<file path="src/rtl/frame_ecc_pkg.sv">
// -----------------------------------------------------------------------------
// frame_ecc_pkg
// Shared types for the frame-ECC error logger. It defines:
//   - ecc_class_t : how a readback result was classified.
//   - ecc_rec_t   : the 51-bit error record that is queued for the consumer.
// It also holds the widths of the individual record fields.
// -----------------------------------------------------------------------------
package frame_ecc_pkg;

    localparam int FAR_W  = 24;
    localparam int WORD_W = 7;
    localparam int BIT_W  = 5;
    localparam int SYND_W = 13;

    typedef enum logic [1:0] {
        NONE   = 2'd0,
        SINGLE = 2'd1,
        MULTI  = 2'd2,
        CRC    = 2'd3
    } ecc_class_t;

    // 'class' and 'bit' are reserved words, so the fields are named cls/bitn.
    typedef struct packed {
        ecc_class_t          cls;
        logic [FAR_W-1:0]    far;
        logic [WORD_W-1:0]   word;
        logic [BIT_W-1:0]    bitn;
        logic [SYND_W-1:0]   synd;
    } ecc_rec_t;

endpackage

</file>
<file path="src/rtl/frame_ecc_rec_fifo.sv">
// -----------------------------------------------------------------------------
// frame_ecc_rec_fifo
// Synchronous first-word-fall-through FIFO that stores ecc_rec_t records.
// The head record sits in a register, so it can be read directly.
// Ports:
//   clk, rst      clock and asynchronous active-high reset
//   wr_en_i       push request; it is accepted when the FIFO is not full,
//                 or when a pop happens in the same cycle
//   wr_data_i     record to push
//   rd_en_i       pop the head; it is ignored while the FIFO is empty
//   full_o        all FIFO_DEPTH entries are occupied
//   empty_o       no record is present (registered)
//   head_o        registered head record; it reads as zero while empty
// -----------------------------------------------------------------------------
module frame_ecc_rec_fifo
    import frame_ecc_pkg::*;
#(
    parameter int FIFO_DEPTH = 8
) (
    input  logic     clk,
    input  logic     rst,
    input  logic     wr_en_i,
    input  ecc_rec_t wr_data_i,
    input  logic     rd_en_i,
    output logic     full_o,
    output logic     empty_o,
    output ecc_rec_t head_o
);

    localparam int AW = $clog2(FIFO_DEPTH);

    ecc_rec_t    mem [FIFO_DEPTH];
    logic [AW:0] wr_ptr_q, wr_ptr_d;
    logic [AW:0] rd_ptr_q, rd_ptr_d;
    logic        empty_q, empty_d;
    ecc_rec_t    head_q, head_d;
    logic        push, pop;

    assign full_o  = (wr_ptr_q[AW] != rd_ptr_q[AW]) &&
                     (wr_ptr_q[AW-1:0] == rd_ptr_q[AW-1:0]);
    assign pop     = rd_en_i && !empty_q;
    assign push    = wr_en_i && (!full_o || pop);
    assign empty_o = empty_q;
    assign head_o  = head_q;

    always_comb begin
        wr_ptr_d = wr_ptr_q + {{AW{1'b0}}, push};
        rd_ptr_d = rd_ptr_q + {{AW{1'b0}}, pop};
        empty_d  = (wr_ptr_d == rd_ptr_d);
        head_d   = '0;
        // Compute the next head in advance. If the slot being written now
        // becomes the head, the RAM does not hold it yet, so the data is
        // bypassed from the write port.
        if (!empty_d) begin
            if (push && (wr_ptr_q[AW-1:0] == rd_ptr_d[AW-1:0]))
                head_d = wr_data_i;
            else
                head_d = mem[rd_ptr_d[AW-1:0]];
        end
    end

    always_ff @(posedge clk) begin
        if (push)
            mem[wr_ptr_q[AW-1:0]] <= wr_data_i;
    end

    always_ff @(posedge clk or posedge rst) begin
        if (rst) begin
            wr_ptr_q <= '0;
            rd_ptr_q <= '0;
            empty_q  <= 1'b1;
            head_q   <= '0;
        end else begin
            wr_ptr_q <= wr_ptr_d;
            rd_ptr_q <= rd_ptr_d;
            empty_q  <= empty_d;
            head_q   <= head_d;
        end
    end

endmodule

</file>
<file path="src/rtl/frame_ecc_err_logger.sv">
// -----------------------------------------------------------------------------
// frame_ecc_err_logger
// Registers the outputs of the frame-ECC readback primitive and classifies each
// readback result. Error records are queued in an FWFT FIFO, which is drained
// through a valid/ready port. The block also keeps saturating statistics
// counters and sticky status flags.
// Ports:
//   CLK, RST               clock and asynchronous active-high reset
//   CRCERROR, ECCERROR, ECCERRORSINGLE, SYNDROMEVALID, SYNDROME, FAR,
//   SYNWORD, SYNBIT        inputs from the ECC primitive
//   REC_VALID/REC_READY    record handshake
//   REC_*                  head record fields (registered)
//   CLR_STATS              clears the counters and the sticky flags
//   SCAN_CNT, SINGLE_CNT, MULTI_CNT  saturating event counters
//   CRC_STICKY, OVERFLOW   sticky status flags
// -----------------------------------------------------------------------------
module frame_ecc_err_logger #(
    parameter int FIFO_DEPTH = 8,
    parameter int CNT_W      = 16
) (
    input  logic             CLK,
    input  logic             RST,
    input  logic             CRCERROR,
    input  logic             ECCERROR,
    input  logic             ECCERRORSINGLE,
    input  logic             SYNDROMEVALID,
    input  logic [12:0]      SYNDROME,
    input  logic [23:0]      FAR,
    input  logic [6:0]       SYNWORD,
    input  logic [4:0]       SYNBIT,
    output logic             REC_VALID,
    input  logic             REC_READY,
    output logic [1:0]       REC_CLASS,
    output logic [23:0]      REC_FAR,
    output logic [6:0]       REC_WORD,
    output logic [4:0]       REC_BIT,
    output logic [12:0]      REC_SYND,
    input  logic             CLR_STATS,
    output logic [CNT_W-1:0] SCAN_CNT,
    output logic [CNT_W-1:0] SINGLE_CNT,
    output logic [CNT_W-1:0] MULTI_CNT,
    output logic             CRC_STICKY,
    output logic             OVERFLOW
);
    import frame_ecc_pkg::*;

    typedef enum logic {IDLE, PEND_CRC} arb_state_t;

    // Stage 1: input registers.
    logic              crc_q, ecc_q, single_q, sv_q;
    logic [SYND_W-1:0] synd_q;
    logic [FAR_W-1:0]  far_q;
    logic [WORD_W-1:0] word_q;
    logic [BIT_W-1:0]  bit_q;
    // Stage 2: previous values, used for edge detection.
    logic              sv_prev_q, crc_prev_q;

    always_ff @(posedge CLK or posedge RST) begin
        if (RST) begin
            crc_q      <= 1'b0;
            ecc_q      <= 1'b0;
            single_q   <= 1'b0;
            sv_q       <= 1'b0;
            synd_q     <= '0;
            far_q      <= '0;
            word_q     <= '0;
            bit_q      <= '0;
            sv_prev_q  <= 1'b0;
            crc_prev_q <= 1'b0;
        end else begin
            crc_q      <= CRCERROR;
            ecc_q      <= ECCERROR;
            single_q   <= ECCERRORSINGLE;
            sv_q       <= SYNDROMEVALID;
            synd_q     <= SYNDROME;
            far_q      <= FAR;
            word_q     <= SYNWORD;
            bit_q      <= SYNBIT;
            sv_prev_q  <= sv_q;
            crc_prev_q <= crc_q;
        end
    end

    logic     syn_ev, crc_ev, syn_wr;
    ecc_rec_t syn_rec, crc_rec;

    assign syn_ev = sv_q && !sv_prev_q;
    assign crc_ev = crc_q && !crc_prev_q;
    // Clean results (class NONE) are counted but never queued.
    assign syn_wr = syn_ev && ecc_q;

    assign syn_rec = '{cls: (single_q ? SINGLE : MULTI), far: far_q,
                       word: word_q, bitn: bit_q, synd: synd_q};
    assign crc_rec = '{cls: CRC, far: far_q, word: '0, bitn: '0, synd: '0};

    // Write arbiter. Syndrome records take priority, and a CRC record is
    // parked in pend_q until the write port is free.
    arb_state_t state_q, state_d;
    ecc_rec_t   pend_q, pend_d;
    logic       wr_en;
    ecc_rec_t   wr_data;

    always_comb begin
        state_d = state_q;
        pend_d  = pend_q;
        wr_en   = 1'b0;
        wr_data = '0;
        unique case (state_q)
            IDLE: begin
                if (syn_wr) begin
                    wr_en   = 1'b1;
                    wr_data = syn_rec;
                    if (crc_ev) begin
                        pend_d  = crc_rec;
                        state_d = PEND_CRC;
                    end
                end else if (crc_ev) begin
                    wr_en   = 1'b1;
                    wr_data = crc_rec;
                end
            end
            PEND_CRC: begin
                // A further CRC edge while a record is pending is merged
                // into that record, so no second CRC record is queued.
                if (syn_wr) begin
                    wr_en   = 1'b1;
                    wr_data = syn_rec;
                end else begin
                    wr_en   = 1'b1;
                    wr_data = pend_q;
                    state_d = IDLE;
                end
            end
            default: state_d = IDLE;
        endcase
    end

    always_ff @(posedge CLK or posedge RST) begin
        if (RST) begin
            state_q <= IDLE;
            pend_q  <= '0;
        end else begin
            state_q <= state_d;
            pend_q  <= pend_d;
        end
    end

    logic     fifo_full, fifo_empty, rd_fire;
    ecc_rec_t head;

    assign REC_VALID = !fifo_empty;
    assign rd_fire   = REC_VALID && REC_READY;

    frame_ecc_rec_fifo #(.FIFO_DEPTH(FIFO_DEPTH)) u_fifo (
        .clk       (CLK),
        .rst       (RST),
        .wr_en_i   (wr_en),
        .wr_data_i (wr_data),
        .rd_en_i   (REC_READY),
        .full_o    (fifo_full),
        .empty_o   (fifo_empty),
        .head_o    (head)
    );

    assign REC_CLASS = head.cls;
    assign REC_FAR   = head.far;
    assign REC_WORD  = head.word;
    assign REC_BIT   = head.bitn;
    assign REC_SYND  = head.synd;

    // Statistics counters. CLR_STATS takes priority over any event in the
    // same cycle.
    logic [CNT_W-1:0] scan_q, single_cnt_q, multi_cnt_q;
    logic             crc_sticky_q, ovf_q;
    logic             drop;

    assign drop = wr_en && fifo_full && !rd_fire;

    always_ff @(posedge CLK or posedge RST) begin
        if (RST) begin
            scan_q       <= '0;
            single_cnt_q <= '0;
            multi_cnt_q  <= '0;
            crc_sticky_q <= 1'b0;
            ovf_q        <= 1'b0;
        end else if (CLR_STATS) begin
            scan_q       <= '0;
            single_cnt_q <= '0;
            multi_cnt_q  <= '0;
            crc_sticky_q <= 1'b0;
            ovf_q        <= 1'b0;
        end else begin
            if (syn_ev && !ecc_q && !(&scan_q))
                scan_q <= scan_q + 1'b1;
            if (syn_wr && single_q && !(&single_cnt_q))
                single_cnt_q <= single_cnt_q + 1'b1;
            if (syn_wr && !single_q && !(&multi_cnt_q))
                multi_cnt_q <= multi_cnt_q + 1'b1;
            if (crc_ev)
                crc_sticky_q <= 1'b1;
            if (drop)
                ovf_q <= 1'b1;
        end
    end

    assign SCAN_CNT   = scan_q;
    assign SINGLE_CNT = single_cnt_q;
    assign MULTI_CNT  = multi_cnt_q;
    assign CRC_STICKY = crc_sticky_q;
    assign OVERFLOW   = ovf_q;

endmodule

</file>
<file path="config.mk">
export PLATFORM = sky130hd
export DESIGN_NAME = frame_ecc_err_logger
export DESIGN_NICKNAME = d
export VERILOG_FILES = /design/src/rtl/frame_ecc_pkg.sv /design/src/rtl/frame_ecc_rec_fifo.sv /design/src/rtl/frame_ecc_err_logger.sv
export SDC_FILE = /design/constraint.sdc
export NUM_CORES = 1
export LEC_CHECK = 0
export CORE_AREA = 4 4 255 257
export DETAILED_ROUTE_END_ITERATION = 7
export DIE_AREA = 0 0 259 261
export PLACE_DENSITY = 0.56
export SYNTH_ARGS = -nofsm -noshare
export SYNTH_HDL_FRONTEND = slang
export SYNTH_HIERARCHICAL = 1
export SYNTH_SLANG_ARGS = --single-unit
</file>
<file path="constraint.sdc">
create_clock -name CLK -period 6.4 [get_ports CLK]
set_input_delay 1.28 -clock CLK [delete_from_list [all_inputs] [get_ports CLK]]
set_output_delay 1.28 -clock CLK [all_outputs]
set_load 0.05 [all_outputs]
</file>
==> flow_summary.json, run 1 <==
{
  "status": "finished clean",
  "synth-xor-area-share_pct": 0.618,
  "synth_top_family_by_area": "multiplexers",
  "cts_buffers": 67,
  "synth_compound_area_share_pct": 6.10,
  "core_um2": 62700,
  "grtUsageTotal_pct": 16.2,
  "initialDrtViolationCount": 816,
  "ioPinCount": 159,
  "die_height_um": 261,
  "rows": 92,
  "synth_warnings": 6,
  "ys_seq_area_share_pct": 71.9,
  "design_area_um2": 28400,
  "clk_pin_slew_ns": 0.06,
  "hp-class": "register to register",
  "cts-htree-levels": 3,
  "grt_pass1_wl_um": 83100,
  "synthAdderAreaFrac_pct": 0.370,
  "async_reset_ff_share_pct": 31.9,
  "ctsResizeCount": 0,
  "via_count": 12500,
  "power_density_nw_per_um2": 473,
  "fin_ws_ns": 2.22,
  "clock_latency_ns": 0.60,
  "area_delta_synth_final_pct": 19.9,
  "rsz0062_at_grt": "false",
  "min_period_ns": 4.18,
  "critPathKind": "primary input to register",
  "vias_per_cell": 5.23,
  "initial_utilization_pct": 37.7,
  "grt_pass1_vias": 13200,
  "cts_buffer_depth": 3,
  "synth_edf_count": 408,
  "fin_crit_sh_pct": 65.4,
  "synthSimpleGateAreaFrac_pct": 5.71,
  "wl_met1_um": 23700,
  "placed_cell_area_um2": 26300,
  "grt_max_degree": 107,
  "postSynthCellCount": 1305,
  "ys_types": 56,
  "die_area_um2": 67600,
  "crit_arrival_ns": 4.67,
  "synth_area_um2": 23700,
  "io_buffer_count": 158,
  "maxSlewHeadroom_pct": 26.4,
  "crit_path_max_fanout": 66,
  "gp_congestion": 0.752,
  "finalHoldViolCount": 0,
  "maxSlewViolCount": 0,
  "syn_nets": 1369,
  "ys_dominant_reg_cell": "edfxtp_1",
  "holdBufCountCts": 0,
  "startpoint_type": "primary input",
  "routedWlPerCell_um": 22.6,
  "grt_antenna_before_repair": 3,
  "remaining_drc_errors": 0,
  "power.leakage_nw": 9.90,
  "vdd_ir_drop_max_mv": 0.423,
  "die_x_um": 259,
  "post_cts_buffers": 0,
  "cap_viol_max_count": 0,
  "syn_avg_cell_area_um2": 18.1,
  "clock.fmax_mhz": 239,
  "antenna_left": 0,
  "critPathRequiredTime_ns": 6.89,
  "cts_root_buf": "clkbuf_16",
  "worstMarginPinSlew_ns": 1.10,
  "routed_wl_um": 53900,
  "cts_sinks": 599,
  "setup_viol": 0,
  "r2r_slack_ns": 2.55,
  "synthMuxAreaShare_pct": 13.2,
  "met2WireLength_um": 26300,
  "dpl.hpwl_um": 30100,
  "endpoint_kind": "register",
  "post-place-ws_ns": 1.55,
  "drt_pass1_iterations": 7,
  "tns_ns": 0,
  "cts_tree": "yes",
  "finalClockSkew_ns": 0.0237,
  "ys_seq_elements": 599,
  "top_layer_used": "met5",
  "fin_nets": 1548,
  "met3_length_um": 2920,
  "layout_commonest_cell": "edfxtp_1",
  "grt_overflow": 0,
  "most-common-layout-cells": "edfxtp_1, dfrtp_1, clkdlybuf4s50_1",
  "drive_above_1_share_pct": 21.7
}
[path summary, 6_finish.rpt]
check | start | endpoint | cells after the start
min reg2reg | crc_q$_DFF_PP0_ | crc_prev_q$_DFF_PP0_ | 0
min in group asynchronous | RST | bit_q[0]$_DFF_PP0_ | 2
max | REC_READY | u_fifo/head_o[18]$_DFF_PP0_ | 11
max reg2reg | sv_prev_q$_DFF_PP0_ | u_fifo/mem[5][25]$_DFFE_PP_ | 7
max in group asynchronous | RST | u_fifo/head_o[45]$_DFF_PP0_ | 3
min | crc_q$_DFF_PP0_ | crc_prev_q$_DFF_PP0_ | 0
[registers in the layout, indices dropped and copies added, names as in the netlist, 13 cells and up]
signal and flops:
MULTI_CNT 16, SCAN_CNT 16, SINGLE_CNT 16, far_q 24
pend_q 25, synd_q 13, u_fifo/head_o 51, u_fifo/mem 408
[logic make-up (layout without fill, tap and decap cells)]
logic type / after synthesis / count (layout)
flops: 599 / 599
simple gates: 244 / 244
mux: 184 / 184
compound gates: 167 / 167
buf+inv: 89 / 323
xor+xnor: 15 / 15
fa+ha+maj: 7 / 7
other cells: 0 / 1
[synth_stat cells (4+ instances only)]
| cell type | count | share of area (%) |
|---|---|---|
| mux2i_1 | 57 | 2.4 |
| ha_1 | 7 | 0.37 |
| a21oi_1 | 36 | 0.76 |
| a211oi_1 | 6 | 0.19 |
| edfxtp_1 | 408 | 52 |
| a211oi_2 | 50 | 2.6 |
| buf_4 | 12 | 0.38 |
| or4_1 | 25 | 0.79 |
| dfrtp_1 | 190 | 20 |
| inv_1 | 15 | 0.24 |
| or3_1 | 12 | 0.32 |
| nor2b_1 | 10 | 0.26 |
| nand3_1 | 21 | 0.44 |
| buf_2 | 21 | 0.44 |
| o311ai_0 | 5 | 0.18 |
| o31ai_1 | 21 | 0.67 |
| nor2_2 | 10 | 0.26 |
| nor2_1 | 58 | 0.92 |
| nor4_1 | 7 | 0.18 |
| buf_6 | 8 | 0.38 |
| xnor2_1 | 5 | 0.18 |
| clkbuf_1 | 26 | 0.41 |
| o41ai_1 | 6 | 0.22 |
| xor2_1 | 8 | 0.30 |
| mux4_2 | 100 | 9.5 |
| nand2_1 | 31 | 0.49 |
| or2_2 | 4 | 0.11 |
| nand4_1 | 15 | 0.40 |
| o21ai_0 | 9 | 0.19 |
| nand2b_1 | 5 | 0.13 |
| a22o_1 | 24 | 0.89 |
| mux2_2 | 27 | 1.3 |
| and2_1 | 28 | 0.74 |
| nor3_1 | 5 | 0.11 |
| buf_1 | 5 | 0.079 |
[final cells by class]
cell class,instances,area [um2]
multi-input cells,617,6270
repair buffers,184,1830
diodes,1,2.50
fillers,5381,34400
flip-flops and latches,599,17000
clock buffers,98,1880
inverters,15,62.6
clock inverters,26,245
well taps,846,1060
[metal layers]
metal  up-vias  GRT usage (%)
met4         4           3.84
li1       5542              -
met2       288           26.7
met5         -              0
met1      6575           21.8
met3        73           4.00
[where the power goes]
part	total [mW]	switching, mW	internal [mW]
clock network	3.68	1.51	2.17
registers	5.01	0.239	4.77
logic	4.72	2.66	2.06
[worst max-delay path, stage by stage]
cell and delay (ns):
clkdlybuf4s50_1 0.47, nand2b_1 0.17, inv_1 0.09, ha_4 0.17, ha_4 0.17, xor2_4 0.52, xor2_1 0.23, a211o_4 0.81
buf_4 0.42, nor2_1 0.08, a211oi_2 0.24
[stage by stage]
step / std cells / utilization (%) / power, mW / hold slack (ns)
final: 2386 / 45.2 / 13.4 / 0.378
after CTS: 2385 / 45.2 / 13.7 / 0.378
after detailed placement: 2261 / 41.9 / 9.92 / 0.364
after floorplan: 1305 / - / 8.66 / 0.347
after global routing: 2385 / 45.2 / 14.1 / 0.399
after global placement: 2261 / 41.9 / 9.84 / 0.354
(Power assumes the default switching activity.)
==> run 2, diff against run 1 <==
==> constraint.sdc (replaced) <==
create_clock -name CLK -period 4.2 [get_ports CLK]
set_input_delay 0.84 -clock CLK [delete_from_list [all_inputs] [get_ports CLK]]
set_output_delay 0.84 -clock CLK [all_outputs]
set_load 0.05 [all_outputs]
==> run 2 against run 1 <==
  * Flip-flop and latch count stayed put
  * Register-to-register slack got worse by 1.6 ns
  * Design area rose by 0.42%
  * Critical path type is now register to register
  * Total power is 52% higher
  * Combinational power increased by 54%
  * Via count down 0.28%
  * Critical path depth down 1
==> flow_summary.json, run 2 (same netlist as run 1, synthesis figures left out) <==
{
  "crit_buf_inv": 1,
  "whs_path_depth": 0,
  "fin_ws_ns": 0.903,
  "status": "finished clean",
  "rsz0062_at_grt": "false",
  "routed_wl_um": 53200,
  "grt_overflow": 0,
  "crit_chain": "nor2b_1 -> or3_1 -> a21boi_0 -> ha_1 -> ha_1 -> xor2_1 -> xor2_1 -> nor4_4 -> buf_4 -> a211oi_2",
  "worstMarginPinSlew_ns": 0.928,
  "clock.fmax_mhz": 303,
  "fin_crit_sh_pct": 78.5,
  "io_buffer_count": 158,
  "critPathKind": "register to register",
  "gp_congestion": 0.768,
  "power.total_mw": 20.5,
  "crit_path_max_fanout": 19,
  "finalClockSkew_ns": 0.0255,
  "maxSlewViolCount": 0,
  "post_cts_buffers": 0,
  "die_x_um": 259,
  "core_um2": 62700,
  "grt_max_degree": 88,
  "crit_path_max_incr_delay_ns": 0.43,
  "cts_buffer_depth": 3,
  "r2r_slack_ns": 0.90,
  "die_area_um2": 67600,
  "clk_pin_slew_ns": 0.06,
  "post-place-ws_ns": 0.612,
  "grt_pass1_wl_um": 81700,
  "power.leakage_nw": 9.96,
  "routedWlPerCell_um": 22.3,
  "cts_buffers": 66,
  "tns_ns": 0,
  "drive_above_1_share_pct": 21.8,
  "grtUsageTotal_pct": 15.9,
  "vdd_ir_drop_max_mv": 0.556,
  "largest_register_ffs": 408,
  "drt_pass1_iterations": 4,
  "initialDrtViolationCount": 747,
  "design_area_um2": 28500,
  "cts-htree-levels": 3,
  "vias_per_cell": 5.21,
  "num-fill-cells": 5355,
  "antenna_left": 0,
  "initial_utilization_pct": 37.7,
  "layout_commonest_cell": "edfxtp_1",
  "crit_arrival_ns": 3.73,
  "setup_viol": 0,
  "dpl.hpwl_um": 29800,
  "finalHoldViolCount": 0,
  "clock_latency_ns": 0.59,
  "min_period_ns": 3.30,
  "most-common-layout-cells": "edfxtp_1, dfrtp_1, clkdlybuf4s50_1",
  "ctsResizeCount": 0,
  "maxSlewHeadroom_pct": 37.6,
  "ioPinCount": 159,
  "die_height_um": 261,
  "r2r_cells": 10,
  "grt_antenna_before_repair": 3,
  "remaining_drc_errors": 0,
  "cap_viol_max_count": 0,
  "endpoint_kind": "register",
  "startpoint_type": "register",
  "holdWs_ns": 0.378,
  "crit_family": "simple AND/OR/NAND/NOR gates",
  "grt_pass1_vias": 13100,
  "slowest_stage": "buf_4",
  "rows": 92,
  "crit_cells": 10,
  "cts_tree": "yes",
  "cts_root_buf": "clkbuf_16",
  "power_density_nw_per_um2": 718,
  "area_delta_synth_final_pct": 20.4,
  "via_count": 12400,
  "hp-class": "register to register",
  "fin_nets": 1556,
  "holdBufCountCts": 0,
  "cts_sinks": 599,
  "critPathRequiredTime_ns": 4.64,
  "placed_cell_area_um2": 26400
}
## run 2: cell types whose count changed in the layout (fill, tap and decap cells not counted), sizes merged
cell / previous run / this run
inv: 18 / 14
buf: 27 / 36
clkinv: 19 / 18
## run 2: worst paths after layout
check,startpoint,endpoint
min in group asynchronous,RST,synd_q[12]$_DFF_PP0_
max in group asynchronous,RST,u_fifo/head_o[36]$_DFF_PP0_
min reg2reg,crc_q$_DFF_PP0_,crc_prev_q$_DFF_PP0_
max,crc_q$_DFF_PP0_,u_fifo/head_o[1]$_DFF_PP0_
min,crc_q$_DFF_PP0_,crc_prev_q$_DFF_PP0_
max reg2reg,crc_q$_DFF_PP0_,u_fifo/head_o[1]$_DFF_PP0_
## run 2: final cells by class
type / count / area [um2] / share of cell area [%]
inverters: 15 / 61.3 / 0.215
multi-input cells: 617 / 6280 / 22.0
repair buffers: 193 / 1960 / 6.89
well taps: 846 / 1060 / 3.71
diodes: 1 / 2.50 / 0.00878
flip-flops and latches: 599 / 17000 / 59.8
clock buffers: 98 / 1920 / 6.72
clock inverters: 21 / 183 / 0.641
## run 2: worst reg2reg max path: cells and delay by family (launching register included)
family / cells / cell delay [ns]
flip-flops: 1 / 0.34
adder cells (fa/ha/maj): 2 / 0.43
AO/OA/AOI/OAI: 2 / 0.47
AND/OR/NAND/NOR: 3 / 1.14
buffers and inverters: 1 / 0.43
XOR/XNOR: 2 / 0.37
## run 2: where the power goes
part           internal [mW]  total (mW)  leakage, nW  switching [mW]
clock network           3.34        5.57         1.02            2.23
logic                   3.23        7.25         2.81            4.02
registers               7.27        7.63         6.12           0.367
## run 2: per-layer routing
| layer | up-vias | routed length, um | part of all wire, % | track usage, % |
|---|---|---|---|---|
| met3 | 54 | 3120 | 5.9 | 3.91 |
| met2 | 314 | 25800 | 48 | 25.9 |
| li1 | 5551 | - | - | - |
| met1 | 6524 | 23500 | 44 | 21.7 |
| met5 | - | 25 | 0.047 | 0 |
| met4 | 4 | 770 | 1.4 | 4.18 |
## run 2: through the flow
stage / util (%) / cells
after global routing: 45.4 / 2389
after CTS: 45.4 / 2389
final: 45.4 / 2390
after global placement: 42.1 / 2270
after detailed placement: 42.1 / 2270
after floorplan: - / 1305
==> run 3, diff against run 2 <==
--- a/config.mk
+++ b/config.mk
@@ -8,7 +8,7 @@
 export CORE_AREA = 4 4 255 257
 export DETAILED_ROUTE_END_ITERATION = 7
 export DIE_AREA = 0 0 259 261
-export PLACE_DENSITY = 0.56
+export PLACE_DENSITY = 0.58
 export SYNTH_ARGS = -nofsm -noshare
 export SYNTH_HDL_FRONTEND = slang
 export SYNTH_HIERARCHICAL = 1
==> constraint.sdc (replaced) <==
create_clock -name CLK -period 2.9 [get_ports CLK]
set_input_delay 0.58 -clock CLK [delete_from_list [all_inputs] [get_ports CLK]]
set_output_delay 0.58 -clock CLK [all_outputs]
set_load 0.05 [all_outputs]
==> run 3 against run 2 <==
  * Total power grew 53%
  * Clock skew down 0.0074 ns
  * Via count grew 1.9%
  * Sequential share of layout area down 2.0 points
  * Highest routed layer unchanged
  * Cell count increased by 2.3%
==> flow_summary.json, run 3 (same netlist as run 1, synthesis figures left out) <==
{
  "status": "finished clean",
  "cts_buffers": 66,
  "routed_wl_um": 54600,
  "power_density_nw_per_um2": 1060,
  "io_buffer_count": 158,
  "routedWlPerCell_um": 22.3,
  "drt_pass1_iterations": 5,
  "largest_register_ffs": 408,
  "endpoint_kind": "register",
  "dp.cells": 2321,
  "dpl.hpwl_um": 32600,
  "crit_arrival_ns": 3.23,
  "finalHoldViolCount": 0,
  "initialDrtViolationCount": 732,
  "grt_antenna_before_repair": 2,
  "most-common-layout-cells": "edfxtp_1, dfrtp_1, clkdlybuf4s50_1",
  "rr_endpoint": "u_fifo/head_o[22]$_DFF_PP0_",
  "finalClockSkew_ns": 0.0181,
  "cap_viol_max_count": 0,
  "power.leakage_nw": 10.4,
  "area_delta_synth_final_pct": 24.5,
  "diodes": 0,
  "clock.fmax_mhz": 361,
  "critPathKind": "register to register",
  "num-fill-cells": 5273,
  "whs_path_depth": 1,
  "r2r_cells": 10,
  "critPathRequiredTime_ns": 3.36,
  "maxSlewViolCount": 0,
  "postLayoutCoreUtil_pct": 47.0,
  "core_um2": 62700,
  "drive_above_1_share_pct": 25.7,
  "startpoint_type": "register",
  "via_count": 12700,
  "gp_congestion": 0.785,
  "die_x_um": 259,
  "clk_pin_slew_ns": 0.06,
  "cts-htree-levels": 3,
  "rsz0062_at_grt": "false",
  "crit_path_max_fanout": 8,
  "worstMarginPinSlew_ns": 0.937,
  "holdWs_ns": 0.426,
  "holdBufCountCts": 0,
  "cts_tree": "yes",
  "antenna_left": 0,
  "clock_latency_ns": 0.59,
  "grt_max_degree": 50,
  "grt_overflow": 0,
  "cts_buffer_depth": 3,
  "r2r_slack_ns": 0.13,
  "remaining_drc_errors": 0,
  "fin_nets": 1611,
  "ioPinCount": 159,
  "die_height_um": 261,
  "r2r_start": "ecc_q$_DFF_PP0_",
  "grt_pass1_wl_um": 83100,
  "cts_root_buf": "clkbuf_16",
  "whs_endpoint": "word_q[6]$_DFF_PP0_",
  "setup_viol": 0,
  "vdd_ir_drop_max_mv": 0.575,
  "rows": 92,
  "grtUsageTotal_pct": 16.1,
  "vias_per_cell": 5.18,
  "die_area_um2": 67600,
  "maxSlewHeadroom_pct": 36.9,
  "grt_pass1_vias": 13500,
  "holdCritStartpoint": "SYNWORD[6]",
  "hp-class": "primary input to register",
  "fin_cells": 2446,
  "cts_sinks": 599,
  "initial_utilization_pct": 37.7,
  "fin_crit_sh_pct": 95.6,
  "min_period_ns": 2.77,
  "layout_commonest_cell": "edfxtp_1"
}
## run 3: changes by cell type in the layout (fill, tap and decap cells not counted), moves of 2 or more
cell / previous run / this run
clkinv_8: 1 / 3
clkbuf_8: 6 / 12
clkinv_2: 7 / 11
buf_4: 25 / 43
inv_6: 1 / 4
clkbuf_1: 22 / 12
buf_12: 10 / 41
clkinv_1: 10 / 8
buf_6: 0 / 4
## run 3: final cells by class
class / instances / area (um2) / area share, %
Clock buffer: 91 / 1890 / 6.40
Clock inverter: 30 / 293 / 0.993
Inverter: 15 / 61.3 / 0.208
Multi-Input combinational cell: 617 / 6330 / 21.5
Sequential cell: 599 / 17000 / 57.8
Tap cell: 846 / 1060 / 3.59
Timing Repair Buffer: 248 / 2820 / 9.55
## run 3: how the worst max path moves through the flow
stage	start	endpoint	slack, ns	depth (start not counted)
floorplan	sv_prev_q$_DFF_PP0_	u_fifo/mem[2][0]$_DFFE_PP_	-0.89	6
global placement	REC_READY	u_fifo/head_o[49]$_DFF_PP0_	-0.16	11
detailed placement	REC_READY	u_fifo/head_o[4]$_DFF_PP0_	-0.18	9
CTS	ecc_q$_DFF_PP0_	u_fifo/head_o[33]$_DFF_PP0_	-0.007	11
global route	ecc_q$_DFF_PP0_	u_fifo/head_o[14]$_DFF_PP0_	0.01	10
finish	ecc_q$_DFF_PP0_	u_fifo/head_o[22]$_DFF_PP0_	0.13	10
## run 3: through the flow
step / setup TNS [ns] / area [um2] / setup slack, ns / total power, mW
floorplan: -142.71 / 23800 / -0.887 / 19.1
global placement: -5.57 / 27200 / -0.156 / 22.9
detailed placement: -6.11 / 27200 / -0.178 / 23.1
CTS: -0.0294 / 29400 / -0.00750 / 31.5
global route: 0 / 29500 / 0.0124 / 32.7
finish: 0 / 29500 / 0.128 / 31.2
## run 3: timing repair
item,in CTS,in global routing
resized for setup,0,7
gates cloned,0,2
setup buffers,0,2
pin swaps,0,3
setup endpoints to repair,7,50
## run 3: where the power goes
group          leakage (nW)  total [mW]  internal, mW  switching [mW]
Sequential             6.13        11.0          10.5           0.475
Combinational          3.23        11.9          5.73            6.18
Clock                  1.08        8.31          4.94            3.37
Total                  10.4        31.2          21.2            10.0
## run 3: metal layers
| metal | vias up | GRT usage (%) | routed length, um |
|---|---|---|---|
| met4 | 2 | 3.73 | 767 |
| met1 | 6639 | 21.2 | 23300 |
| met2 | 305 | 27.5 | 27400 |
| li1 | 5676 | - | - |
| met5 | - | 0 | 13 |
| met3 | 59 | 3.85 | 3060 |
## run 3: critical path, stage by stage (launching register included)
cell and delay [ns]:
dfrtp_1 0.40, and3b_2 0.26, or3_4 0.40, a21boi_4 0.15
ha_2 0.19, ha_1 0.30, xor2_1 0.18, nor4_4 0.33
buf_6 0.20, clkbuf_16 0.18, a211oi_2 0.04
==> RTL edit 1: new RTL, flow settings as in run 2 <==
`FIFO_DEPTH` is set to 8 in 2 places; all go to 4.
--- a/src/rtl/frame_ecc_rec_fifo.sv
+++ b/src/rtl/frame_ecc_rec_fifo.sv
@@ -15,7 +15,7 @@
 module frame_ecc_rec_fifo
     import frame_ecc_pkg::*;
 #(
-    parameter int FIFO_DEPTH = 8
+    parameter int FIFO_DEPTH = 4
 ) (
     input  logic     clk,
     input  logic     rst,
--- a/src/rtl/frame_ecc_err_logger.sv
+++ b/src/rtl/frame_ecc_err_logger.sv
@@ -15,7 +15,7 @@
 //   CRC_STICKY, OVERFLOW   sticky status flags
 // -----------------------------------------------------------------------------
 module frame_ecc_err_logger #(
-    parameter int FIFO_DEPTH = 8,
+    parameter int FIFO_DEPTH = 4,
     parameter int CNT_W      = 16
 ) (
     input  logic             CLK,
Check against the original RTL: no difference found for any inputs over 4 cycles, from zero or initial values and one cycle with RST high; that may be too few to reach the edited logic, so the function may still have changed.
==> RTL edit 1 against run 2 <==
Sequential cell count shrank 206; critical path depth decreased by 1; fmax grew 6.9%; count of clock-buffer cells in the layout is 43 lower; core utilization shrank 14 points; synthesized cell count down 22%; die area stayed put; wire length down 23%; setup slack better by 0.21 ns; power down 31%; synthesized area is 35% lower; cell count is 14% lower; final area is 31% lower; clock skew increased by 0.012 ns; critical path type is now input port to flip-flop.
==> RTL edit 1: results (changes against run 2) <==
| Metric | Value |
|---|---|
| Worst reg2reg path depth | 10 (unchanged) |
| R2R setup slack | 1.29 ns (+0.39 ns) |
| Max reg flops | 204 (-50%) |
| Post-Syn Nets | 1079 (-21%) |
| Internal power | 8.92 mW (-36%) |
| Worst min-delay path endpoint | crc_prev_q |
| EDFF count, synth | 204 (-50%) |
| Skew-Pair Late Insertion Delay | 0.59 ns (about the same) |
| CTS max path bufs | 3 (unchanged) |
| RR Endpoint | u_fifo/head_o[18] |
| Pre-antenna DRT Iters | 5 (+1) |
| Post-synth top cells | edfxtp_1, dfrtp_1, a21oi_1 |
| Number of warnings issued by yosys | 6 (unchanged) |
| Slowest CP cell | clkdlybuf4s50_1 |
| Worst setup path startpoint | REC_READY |
| Crit-path leading delay family | buffers and inverters |
| Vias in the first global route | 10100 (-23%) |
| Synth cell types | 49 (-13%) |
| Final nets | 1246 (-20%) |
| DR vias/cell | 4.58 (-12%) |
| Worst setup path end | u_fifo/head_o[34] |
| Initial drt markers | 529 (-29%) |
| HPWL Detailed | 24.0 mm (-20%) |
| Worst Skew | 0.0379 ns (+0.0124 ns) |
| Gp weighted congestion | 0.762 (-0.83%) |
| P_leak | 6.86 nW (-31%) |
| Routed wire length | 40.9 mm (-23%) |
| CTS buffer count | 44 (-33%) |
| Peak supply drop | 566 uV (+1.8%) |
| CP max FO | 32 (+13) |
| Largest stage delay, worst path | 0.49 ns (+0.06 ns) |
| Sequential area share after synthesis | 70.3% (-1.6 points) |
| Run status | completed |
| Hold_sp | crc_q |
| Share of post-route cells with drive strength above 1 | 16.1% (-5.7 points) |
| Synth area leaders | edfxtp_1, dfrtp_1, mux4_2 |
| Post-cts resize count | 0 (unchanged) |
| Critical path data arrival time | 3.54 ns (-0.19 ns) |
| Reg2reg start | u_fifo/wr_ptr_q[0] |
| Headroom to the max-slew limit | 35.9% (-1.7 points) |
| Ys async rst share | 48.1% (+16 points) |
| First-pass GRT wire length | 62.1 mm (-24%) |
| Largest net degree at the start of global routing | 66 (-25%) |
| Worst-path clk slew | 0.06 ns (about the same) |
| GRT Resource Usage Total | 12.0% (-3.9 points) |
| Maximum level of the CTS H-tree | 2 (-1) |
| Root buffer cell | clkbuf_16 |
| Hold Path Class | flip-flop to flip-flop |
| Setup bufs post-CTS | 0 (unchanged) |
| Initial antenna violation count | 3 (unchanged) |
| Port buffer count | 158 (unchanged) |
| Hold Path Depth | 0 (unchanged) |
RTL edit 1: cell families after synthesis:
family | share of synthesized area, %
adder cells (fa/ha/maj) | 0.567
XOR/XNOR | 0.567
AND/OR/NAND/NOR | 8.35
multiplexers | 9.60
flip-flops | 70.3
buffers and inverters | 2.07
AO/OA/AOI/OAI | 8.55
RTL edit 1: layer usage:
layer | vias up | routed length, microns | share of wire [%] | track usage (%)
li1 | 4271 | - | - | -
met1 | 4882 | 17300 | 42 | 15.0
met2 | 245 | 19500 | 48 | 19.9
met3 | 62 | 3350 | 8.2 | 4.38
met4 | 4 | 755 | 1.8 | 2.79
met5 | - | 23 | 0.056 | 0
RTL edit 1: stage by stage:
step / cells / utilization, % / cell area, sq um / setup WS (ns) / hold WS [ns]
after global placement: 1982 / 29.0 / 18200 / 0.469 / 0.355
after floorplan: 1015 / - / 15500 / 0.290 / 0.347
final: 2065 / 31.3 / 19600 / 1.12 / 0.371
after CTS: 2064 / 31.3 / 19600 / 1.12 / 0.376
after detailed placement: 1982 / 29.0 / 18200 / 0.480 / 0.362
after global routing: 2064 / 31.3 / 19600 / 0.988 / 0.387
RTL edit 1: area by class of cell:
class	instances	area, sq um
Clock buffer	55	1170
Tap cell	846	1060
Multi-Input combinational cell	544	4350
Sequential cell	393	10900
Inverter	14	57.6
Fill cell	6202	43100
Timing Repair Buffer	185	1870
Clock inverter	27	270
Antenna cell	1	2.50
RTL edit 1: power groups by stage:
stage	combinational, mW	clock, mW	sequential, mW
after global routing	5.45	4.11	5.24
after floorplan	2.51	0	6.00
final	5.08	3.83	5.17
after global placement	5.14	0	5.25
after CTS	5.19	3.96	5.19
after detailed placement	5.17	0	5.26
==> RTL edit 2: new RTL, flow settings as in run 2 <==
Without the edit above. Make the reset (`RST` and `rst`) synchronous in 4 clocked blocks. Comments in the files are not updated.
--- a/src/rtl/frame_ecc_rec_fifo.sv
+++ b/src/rtl/frame_ecc_rec_fifo.sv
@@ -64,7 +64,7 @@
             mem[wr_ptr_q[AW-1:0]] <= wr_data_i;
     end
 
-    always_ff @(posedge clk or posedge rst) begin
+    always_ff @(posedge clk) begin
         if (rst) begin
             wr_ptr_q <= '0;
             rd_ptr_q <= '0;
--- a/src/rtl/frame_ecc_err_logger.sv
+++ b/src/rtl/frame_ecc_err_logger.sv
@@ -55,7 +55,7 @@
     // Stage 2: previous values, used for edge detection.
     logic              sv_prev_q, crc_prev_q;
 
-    always_ff @(posedge CLK or posedge RST) begin
+    always_ff @(posedge CLK) begin
         if (RST) begin
             crc_q      <= 1'b0;
             ecc_q      <= 1'b0;
@@ -135,7 +135,7 @@
         endcase
     end
 
-    always_ff @(posedge CLK or posedge RST) begin
+    always_ff @(posedge CLK) begin
         if (RST) begin
             state_q <= IDLE;
             pend_q  <= '0;
@@ -176,7 +176,7 @@
 
     assign drop = wr_en && fifo_full && !rd_fire;
 
-    always_ff @(posedge CLK or posedge RST) begin
+    always_ff @(posedge CLK) begin
         if (RST) begin
             scan_q       <= '0;
             single_cnt_q <= '0;
Behaviour: differs if RST is asserted again (counterexample within 4 cycles, from zero or initial values and one cycle with RST high); with RST held inactive, the same outputs for 4 cycles.
==> RTL edit 2 against run 2 <==
Setup slack worse by 0.059 ns; via count is 6.7% higher; wire length is 1.2% higher; cell count is 11% higher; synthesized area is 3.9% lower; final area is 3.0% lower; core utilization is 1.3 points lower; sequential cell count stayed put; highest routed layer unchanged; global-route usage is 0.15 points lower.
Power is not compared: it rests on default switching activity, and its combinational part moved more than twofold at a synthesized area within 25%.
==> RTL edit 2: results (changes against run 2) <==
| Metric | Value |
|---|---|
| R2R setup slack | 0.84 ns (-0.06 ns) |
| Slowest CP cell | dfxtp_1 |
| HPWL Detailed | 30.6 mm (+2.8%) |
| Max reg flops | 408 (unchanged) |
| Run status | completed |
| Post-synth top cells | edfxtp_1, nand2_1, dfxtp_1 |
| P_leak | 9.09 nW |
| Synth cell types | 53 (-5.4%) |
| Syn Inst Count | 1583 (+21%) |
| Power per cell area | around 500 nW/um^2 |
| Critical path data arrival time | 3.82 ns (+0.09 ns) |
| Ys async rst share | 0% (-32 points) |
| Ant. Diodes | 0 (-1) |
| Routed wire length | 53.8 mm (+1.2%) |
| Pre-antenna DRT Iters | 5 (+1) |
| DP Cell Count | 2527 (+11%) |
| Met2 Use GR | 26.0% (+0.18 points) |
| Gp weighted congestion | 0.799 (+4.0%) |
| DR vias/cell | 5.02 (-3.6%) |
| # fillers | 5565 (+3.9%) |
| Worst Skew | 0.0203 ns (-0.00522 ns) |
| Skew-Pair Late Insertion Delay | 0.62 ns (+0.03 ns) |
| Synth area leaders | edfxtp_1, dfxtp_1, mux4_2 |
| GRT Resource Usage Total | 15.8% (-0.15 points) |
| Final nets | 1808 (+16%) |
| Hold Path Class | flip-flop to flip-flop |
| Area after DPL | 25500 sq um (-3.4%) |
| Largest stage delay, worst path | 0.64 ns (+0.21 ns) |
| Crit-path leading delay family | flip-flops |
| Headroom to the max-slew limit | 27.5% (-10 points) |
| Initial antenna violation count | 5 (+2) |
| GR Util met3 | 4.23% (+0.32 points) |
| CP max FO | 30 (+11) |
| Post-DRT Antenna Nets | 0 (unchanged) |
| GR Util met1 | 20.9% (-0.81 points) |
| Vias in the first global route | 13300 (+1.5%) |
| First-pass GRT wire length | 82.2 mm (+0.69%) |
| Initial drt markers | 794 (+6.3%) |
| Largest net degree at the start of global routing | 72 (-18%) |
| CTS buffer count | 61 (-7.6%) |
| Maximum level of the CTS H-tree | 2 (-1) |
| Port buffer count | 158 (unchanged) |
| Share of post-route cells with drive strength above 1 | 12.9% (-9.0 points) |
| Sequential area share after synthesis | 70.6% (-1.3 points) |
| WL per Instance | 20.4 microns (-8.5%) |
[RTL edit 2: metal layers]
metal	part of all wire (%)	up-vias
met5	0.071	-
met4	1.7	6
met3	6.8	73
met2	47	298
met1	44	6693
li1	-	6205
[RTL edit 2: cells by family after synthesis]
logic type                 synth area share (%)
xor gates and xnor gates                   2.12
adders and majority gates                 0.385
muxes                                      8.05
buffers and inverters                      1.85
DFF                                        70.6
AOI/OAI and AO/OA                          4.75
and+or+nand+nor                            12.2
[RTL edit 2: final timing paths]
| path | endpoint | cells past startpoint | from |
|---|---|---|---|
| max | u_fifo/head_o[0] | 10 | u_fifo/wr_ptr_q[2] |
| min | pend_q[45] | 2 | pend_q[45] |
| max reg2reg | u_fifo/head_o[0] | 10 | u_fifo/wr_ptr_q[2] |
| min reg2reg | pend_q[45] | 2 | pend_q[45] |
[RTL edit 2: power by group]
part	internal [mW]	total (mW)	switching, mW
logic	0.723	1.84	1.12
registers	6.44	6.53	0.0884
clock network	3.54	5.74	2.20
total	10.7	14.1	3.41
[RTL edit 2: worst reg2reg max path, cell delays in order, from the launching register on]
cell and delay (ns):
dfxtp_1 0.64, xor2_1 0.18, nor4_4 0.49, a21boi_0 0.29, ha_1 0.28, ha_1 0.19, xnor2_1 0.23, xnor2_1 0.16
a41o_2 0.20, buf_4 0.46, a311oi_1 0.10
[RTL edit 2: through the flow]
stage               hold slack [ns]  setup slack [ns]
finish                        0.453             0.843
global route                  0.475             0.661
CTS                           0.454             0.817
detailed placement            0.446             0.479
global placement              0.441             0.506
floorplan                     0.432             0.170
[RTL edit 2: layout make-up]
type	count	share of cell area, %
inverters	4	0.0543
clock buffers	90	6.29
clock inverters	26	1.49
well taps	846	3.83
flip-flops and latches	599	58.1
multi-input cells	885	23.1
repair buffers	193	7.11
